`config.mk`:
```
export PLATFORM = sky130hd
export DESIGN_NAME = sub_add_flag_unit
export DESIGN_NICKNAME = d
export VERILOG_FILES = /design/src/rtl/sub_add_flag_unit.sv
export SDC_FILE = /design/constraint.sdc
export NUM_CORES = 1
export LEC_CHECK = 0
export ABC_AREA = 1
export CAP_MARGIN = 10
export CORE_UTILIZATION = 30
export CTS_BUF_LIST = sky130_fd_sc_hd__clkbuf_8
export CTS_CLUSTER_DIAMETER = 150
export DETAILED_ROUTE_END_ITERATION = 8
export GPL_TIMING_DRIVEN = 0
export PLACE_DENSITY = 0.67
export SYNTH_ARGS = -nofsm -noshare
export SYNTH_HDL_FRONTEND = slang
export SYNTH_HIERARCHICAL = 1
export SYNTH_SLANG_ARGS = --single-unit
```
`constraint.sdc`:
```
create_clock -name clk -period 3.58 [get_ports clk]
set_clock_uncertainty 0.15 [all_clocks]
set_input_delay 0.716 -clock clk [delete_from_list [all_inputs] [get_ports clk]]
set_output_delay 0.716 -clock clk [all_outputs]
set_load 0.02 [all_outputs]
```
`src/rtl/sub_add_flag_unit.sv`:
```
// Registered ripple-carry add/subtract slice with N/Z/V/C flags.
// Define GATE_DELAY_EN to give every primitive gate a 50 ps delay.
`timescale 1ps/1ps

`ifdef GATE_DELAY_EN
`define SAFU_DLY #50
`else
`define SAFU_DLY
`endif

module sub_add_flag_unit #(
    parameter int WIDTH = 64
) (
    input  logic             clk,
    input  logic             reset,
    input  logic             valid_in,
    input  logic             sub,
    input  logic [WIDTH-1:0] a,
    input  logic [WIDTH-1:0] b,
    output logic             valid_out,
    output logic [WIDTH-1:0] result,
    output logic             negative,
    output logic             zero,
    output logic             overflow,
    output logic             carry_out
);

    wire [WIDTH-1:0] w_b_eff;
    wire [WIDTH-1:0] w_s;
    wire [WIDTH:0]   w_c;
    wire             w_any;
    wire             w_zero;
    wire             w_ovf;

    logic             r_valid;
    logic [WIDTH-1:0] r_result;
    logic             r_neg;
    logic             r_zero;
    logic             r_ovf;
    logic             r_carry;

    // Subtract is a + ~b + 1: the carry-in supplies the +1.
    assign w_c[0] = sub;

    genvar i;
    generate
        for (i = 0; i < WIDTH; i++) begin : g_bit
            xor `SAFU_DLY g_binv (w_b_eff[i], b[i], sub);
            sub_add_fa u_fa (
                .i_a  (a[i]),
                .i_b  (w_b_eff[i]),
                .i_c  (w_c[i]),
                .o_s  (w_s[i]),
                .o_co (w_c[i+1])
            );
        end
    endgenerate

    sub_add_or_tree #(.N(WIDTH)) u_zt (
        .i_x   (w_s),
        .o_any (w_any)
    );

    not `SAFU_DLY g_nz  (w_zero, w_any);
    xor `SAFU_DLY g_ovf (w_ovf, w_c[WIDTH-1], w_c[WIDTH]);

    always_ff @(posedge clk or posedge reset) begin
        if (reset) begin
            r_valid  <= 1'b0;
            r_result <= '0;
            r_neg    <= 1'b0;
            r_zero   <= 1'b0;
            r_ovf    <= 1'b0;
            r_carry  <= 1'b0;
        end else begin
            r_valid <= valid_in;
            if (valid_in) begin
                r_result <= w_s;
                r_neg    <= w_s[WIDTH-1];
                r_zero   <= w_zero;
                r_ovf    <= w_ovf;
                r_carry  <= w_c[WIDTH];
            end
        end
    end

    assign valid_out = r_valid;
    assign result    = r_result;
    assign negative  = r_neg;
    assign zero      = r_zero;
    assign overflow  = r_ovf;
    assign carry_out = r_carry;

endmodule

module sub_add_fa (
    input  logic i_a,
    input  logic i_b,
    input  logic i_c,
    output logic o_s,
    output logic o_co
);

    wire w_p;
    wire w_g;
    wire w_t;

    // Majority via generate/propagate: ab | (a^b)c.
    xor `SAFU_DLY g_x1 (w_p, i_a, i_b);
    xor `SAFU_DLY g_x2 (o_s, w_p, i_c);
    and `SAFU_DLY g_a1 (w_g, i_a, i_b);
    and `SAFU_DLY g_a2 (w_t, w_p, i_c);
    or  `SAFU_DLY g_o1 (o_co, w_g, w_t);

endmodule

module sub_add_or_tree #(
    parameter int N = 64
) (
    input  logic [N-1:0] i_x,
    output logic         o_any
);

    genvar k;
    generate
        if (N == 1) begin : g_n1
            buf `SAFU_DLY g_b (o_any, i_x[0]);
        end else if (N == 2) begin : g_n2
            or `SAFU_DLY g_o (o_any, i_x[0], i_x[1]);
        end else if (N == 3) begin : g_n3
            or `SAFU_DLY g_o (o_any, i_x[0], i_x[1], i_x[2]);
        end else if (N == 4) begin : g_n4
            or `SAFU_DLY g_o (o_any, i_x[0], i_x[1],
                              i_x[2], i_x[3]);
        end else begin : g_split
            localparam int Q = N / 4;
            localparam int R = N % 4;
            wire [3:0] w_part;
            // Four near-equal slices keep the tree balanced.
            for (k = 0; k < 4; k++) begin : g_sub
                localparam int SZ  = Q + ((k < R) ? 1 : 0);
                localparam int OFF = k * Q + ((k < R) ? k : R);
                sub_add_or_tree #(.N(SZ)) u_sub (
                    .i_x   (i_x[OFF +: SZ]),
                    .o_any (w_part[k])
                );
            end
            or `SAFU_DLY g_o (o_any, w_part[0], w_part[1],
                              w_part[2], w_part[3]);
        end
    endgenerate

endmodule

`undef SAFU_DLY

```
# == Word-level counts from Yosys, hierarchy flattened ==
# Cells that the tools add are included.
# totals
elab_cells,393
out_inout_bits,69
ff_bits,69
# classes
n_reduce_logical,1
bitwise_logic,386
# op_table
cell,count
$xor 1x1->1,193
$and 1x1->1,128
$or 1x1->1,64
$reduce_or 64->1,1
$not 1->1,1

# == Longest topological paths before layout ==
# depth
ltp_word,131
ltp_mapped,74
depth_no_buf,72

# == Modules after synthesis ==
# Netlist, hierarchy kept.
# by_module_without_submodules
mod,area_per_inst_um2,n_inst,cells_per_inst
sub_add_flag_unit,3235.6,1,359
sub_add_fa,20.0,64,1
sub_add_or_tree,11.3,21,3

# == Worst setup path after synthesis ==
# OpenSTA, ideal clock, no wires.
# synth_path
kind,input -> register
startpoint,input sub
endpoint,register r_zero (netlist: zero)
cell_stages,74
slack_ns,-22.815
path_buffers,2
required_ns,3.347
setup_time_ns,0.083
arrival_time_ns,26.162
cell_sequence,buf_6 > buf_8 > xor2_1 > fa_1 > fa_1 > fa_1 > fa_1 > fa_1 > fa_1 > fa_1 > fa_1 > fa_1 > fa_1 > fa_1 > fa_1 > fa_1 > fa_1 > fa_1 > [... 38 more ...] > fa_1 > fa_1 > fa_1 > fa_1 > fa_1 > fa_1 > fa_1 > fa_1 > fa_1 > fa_1 > fa_1 > nor2_1 > nand2_1 > nor2_1 > nand2_1 > nor2_1 > nand2_1 > o21ai_0
# synth_between
elab_chain_len,131
# synth_rtl
item,line_no,text
start: declaration,17,"input logic sub,"
$xor 1x1->1 *,48,"xor `SAFU_DLY g_binv (w_b_eff[i], b[i], sub);"
via w_b_eff[0],28,wire [WIDTH-1:0] w_b_eff;
$xor 1x1->1,109,"xor `SAFU_DLY g_x1 (w_p, i_a, i_b);"
$and 1x1->1,112,"and `SAFU_DLY g_a2 (w_t, w_p, i_c);"
$or 1x1->1 *,113,"or `SAFU_DLY g_o1 (o_co, w_g, w_t);"
via w_c[1],30,wire [WIDTH:0] w_c;
$and 1x1->1 *,112,
$or 1x1->1 *,113,
via w_c[2],30,
[... 2 more ...],-,
via w_c[3],30,
[... 2 more ...],-,
via w_c[4],30,
[... 2 more ...],-,
via w_c[5],30,
[... 2 more ...],-,
via w_c[6],30,
[... 2 more ...],-,
via w_c[7],30,
[... 2 more ...],-,
via w_c[8],30,
[... 2 more ...],-,
via w_c[9],30,
[... 2 more ...],-,
via w_c[10],30,
[... 2 more ...],-,
via w_c[11],30,
[... 2 more ...],-,
via w_c[12],30,
[... 2 more ...],-,
via w_c[13],30,
[... 2 more ...],-,
via w_c[14],30,
[... 2 more ...],-,
via w_c[15],30,
[... 2 more ...],-,
via w_c[16],30,
[... 2 more ...],-,
via w_c[17],30,
[... 2 more ...],-,
via w_c[18],30,
[... 2 more ...],-,
via w_c[19],30,
[... 2 more ...],-,
via w_c[20],30,
[... 2 more ...],-,
via w_c[21],30,
[... 2 more ...],-,
via w_c[22],30,
[... 2 more ...],-,
via w_c[23],30,
[... 2 more ...],-,
via w_c[24],30,
[... 2 more ...],-,
via w_c[25],30,
[... 2 more ...],-,
via w_c[26],30,
[... 2 more ...],-,
via w_c[27],30,
[... 2 more ...],-,
via w_c[28],30,
[... 2 more ...],-,
via w_c[29],30,
[... 2 more ...],-,
via w_c[30],30,
[... 2 more ...],-,
via w_c[31],30,
[... 2 more ...],-,
via w_c[32],30,
[... 2 more ...],-,
via w_c[33],30,
[... 2 more ...],-,
via w_c[34],30,
[... 2 more ...],-,
via w_c[35],30,
[... 2 more ...],-,
via w_c[36],30,
[... 2 more ...],-,
via w_c[37],30,
[... 2 more ...],-,
via w_c[38],30,
[... 2 more ...],-,
via w_c[39],30,
[... 2 more ...],-,
via w_c[40],30,
[... 2 more ...],-,
via w_c[41],30,
[... 2 more ...],-,
via w_c[42],30,
[... 2 more ...],-,
via w_c[43],30,
[... 2 more ...],-,
via w_c[44],30,
[... 2 more ...],-,
via w_c[45],30,
[... 2 more ...],-,
via w_c[46],30,
[... 2 more ...],-,
via w_c[47],30,
[... 2 more ...],-,
via w_c[48],30,
[... 2 more ...],-,
via w_c[49],30,
[... 2 more ...],-,
via w_c[50],30,
[... 2 more ...],-,
via w_c[51],30,
[... 2 more ...],-,
via w_c[52],30,
[... 2 more ...],-,
via w_c[53],30,
[... 2 more ...],-,
via w_c[54],30,
[... 2 more ...],-,
via w_c[55],30,
[... 2 more ...],-,
via w_c[56],30,
[... 2 more ...],-,
via w_c[57],30,
[... 2 more ...],-,
via w_c[58],30,
[... 2 more ...],-,
via w_c[59],30,
[... 2 more ...],-,
via w_c[60],30,
[... 2 more ...],-,
via w_c[61],30,
[... 2 more ...],-,
via w_c[62],30,
$and 1x1->1 *,112,
$or 1x1->1 *,113,
via w_c[63],30,
$xor 1x1->1 *,110,"xor `SAFU_DLY g_x2 (o_s, w_p, i_c);"
via w_s[63],29,wire [WIDTH-1:0] w_s;
$reduce_or 64->1 *,148,"or `SAFU_DLY g_o (o_any, w_part[0], w_part[1],"
via w_any,31,wire w_any;
$not 1->1 *,64,"not `SAFU_DLY g_nz (w_zero, w_any);"
end signal: assignment,80,r_zero <= w_zero;
end: declaration,38,logic r_zero;
# Mark *: on every way through the listed nets, which the timed path passes. The rest lies on a longest branch.
# A chain may end at the register's enable or synchronous reset.

# == Worst setup path in the final report ==
# Ends and elaborated chain as after synthesis.

==> metrics.txt <==
worst-skew pair later-pin latency=0.34 ns; Leakage=about 3.2 nW; ANT cells=0; via count=between 3000 and 4000; critical path arrival=24.56 ns; Bufs and invs on worst path=3; Hold Violations, Final=0; share of layout cells above drive strength 1=0.169; Design Area, Final=around 0.0075 mm2; hold path startpoint=result[0]; CP top delay family=adder cells; Post-Syn Area per Cell=9.78 um2; Port Buffer Count=200; CP Max Fanout=2; critical path class=primary input to register; setup slack, reg-to-reg=2.78 ns; Hold-fix buffers, CTS=0; initial antenna violation count=0; drt initial violations=86; final hold slack=0.323 ns; worst setup margin=-20.87 ns; Tcrit/Tclk final=6.83; Setup violations, final=61; drt pass-1 iters=4; Mapped Nets=682; vias in the first global route=4328; gpl congestion=slightly below 0.8; DP Cell Count=around 900; WHS Path Cells=2; Sink Count=68; Clock transition at path regs=0.07 ns; CP max-delay cell=fa_2; root buffer cell=clkbuf_8; largest net degree at the start of global routing=69; violations in the final reports=negative setup slack; f_max=40.9 MHz; layout net count=900; post-synthesis cell type count=14; drt total wl=roughly 13000 um; Final HPWL DP=between 10000 and 15000 um; status=complete, but fails checks; RSZ-0062 raised after global routing=true; TritonCTS Buffers=9; fin util=0.487; Peak supply drop=154 uV; Via density=approximately 4.2; Tightest Pin Transition=between 0.8 and 0.9 ns; cell row count=45; WP data required=3.69 ns; fin crit period=24.45 ns; overall global routing resource usage=0.171; worst hold path class=register to register; maximum clock path buffer count=2; hold endpoint=result[0]; DRC viols=0; Mapped Cells=486; DIE AREA=about 0.016 mm2; Crit path top cell by count=fa_2; CP Capture Type=register; cell count of the worst reg-to-reg path=2; slowest cell delay on critical path=0.43 ns; initial core utilization=0.310; die height=128 um; area of placed instances=roughly 0.0072 mm2; reg2reg end=result[13]; total number of yosys warnings=6; worst reg2reg startpoint=result[13]; antenna-violating nets left=0; core box area=approximately 0.015 mm2; max cap viols=0; I/O Pins=201; DR WL/cell=14.3 um; GRT overflow=0; Area Growth Syn to Fin=56.9%; non-filler instance count after layout=slightly above 900; most frequent cells in the layout=nand2_1 (210), clkdlybuf4s50_1 (198), dfrtp_1 (68); PwrDens=435 mW/mm2; die width=approximately 130 um; relative slew slack=0.447; synthesized area=roughly 0.0048 mm2; CTS tree=yes; Final Max Slew Viols=0; flops & latches, synth=a little under 70; CTS H-tree lvls=3; startpoint class of the critical path=primary input; first-pass GRT wire length=21400 um; most common cell after layout, fill and taps aside=nand2_1; register area share after synthesis=0.358
-- stage by stage --
stage	setup TNS, ns	setup WS (ns)	power [W]
after floorplan	-648.37	-20.28	0.00195
after global placement	-718.85	-21.68	0.00269
after detailed placement	-717.98	-21.93	0.00273
after CTS	-662.25	-20.86	0.00327
after global routing	-677.85	-21.33	0.00350
final	-664.48	-20.87	0.00325
-- synth_stat cells --
library cell | number | area [um2]
nand3_1 | 1 | 5.00
o21ai_0 | 2 | 10.0
buf_8 | 6 | 90.1
fa_1 | 64 | 1280
inv_1 | 3 | 11.3
inv_2 | 1 | 3.75
nor2_1 | 42 | 158
dfrtp_1 | 68 | 1700
buf_4 | 8 | 60.1
xor2_1 | 64 | 561
nand2_1 | 219 | 822
buf_6 | 2 | 22.5
buf_2 | 4 | 20.0
clkbuf_1 | 2 | 7.51
-- final cells by class --
type / count / area, um2
fillers: 1418 / 7860
multi-input cells: 392 / 3050
repair buffers: 207 / 2060
flip-flops and latches: 68 / 1700
well taps: 211 / 264
plain buffers: 22 / 214
clock buffers: 9 / 124
clock inverters: 6 / 26.3
inverters: 4 / 17.5
-- power by group --
| part | leakage [nW] | switching [W] | internal, W |
|---|---|---|---|
| logic | 2.30 | 0.000840 | 0.000836 |
| registers | 0.829 | 0.000110 | 0.000955 |
| clock network | 0.0924 | 0.000270 | 0.000236 |
| total | 3.22 | 0.00122 | 0.00203 |
-- kinds of logic after synthesis --
family                     after synthesis  share of synthesized area
AOI/OAI and AO/OA                        2                    0.00211
buffers and inverters                   26                     0.0453
adders and majority gates               64                      0.270
xor gates and xnor gates                64                      0.118
DFF                                     68                      0.358
and+or+nand+nor                        262                      0.207
-- worst min-delay path, stage by stage, from the launching register on --
cell and delay [ns]:
dfrtp_1 0.34, nand2_1 0.05, nand2_1 0.05
-- state kept, by name, summed over array words and instances, names as in the netlist --
name / flops
carry_out: 1
overflow: 1
result: 64
valid_out: 1
zero: 1
-- routing by layer --
metal,up-vias,part of all wire,track usage
met5,-,0,0
met4,0,0.0069,0.0415
met3,6,0.092,0.0580
met2,136,0.50,0.300
met1,1845,0.40,0.202
li1,1879,-,-
-- how the worst max path moves through the flow --
stage | from | to | depth (start not counted)
6_report | sub | zero | 75
5_1_grt | sub | zero | 75
4_1_cts | sub | zero | 75
3_5_place_dp | sub | zero | 75
3_3_place_gp | sub | zero | 75
2_1_floorplan | sub | zero | 74
-- what timing repair did --
action	in CTS	in global routing
resized for setup	12	11
gates cloned	0	0
pin swaps	8	4
endpoints found under the hold margin	0	0
setup endpoints to repair	63	62
setup buffers	5	2
Power figures use the tool's default switching activity.
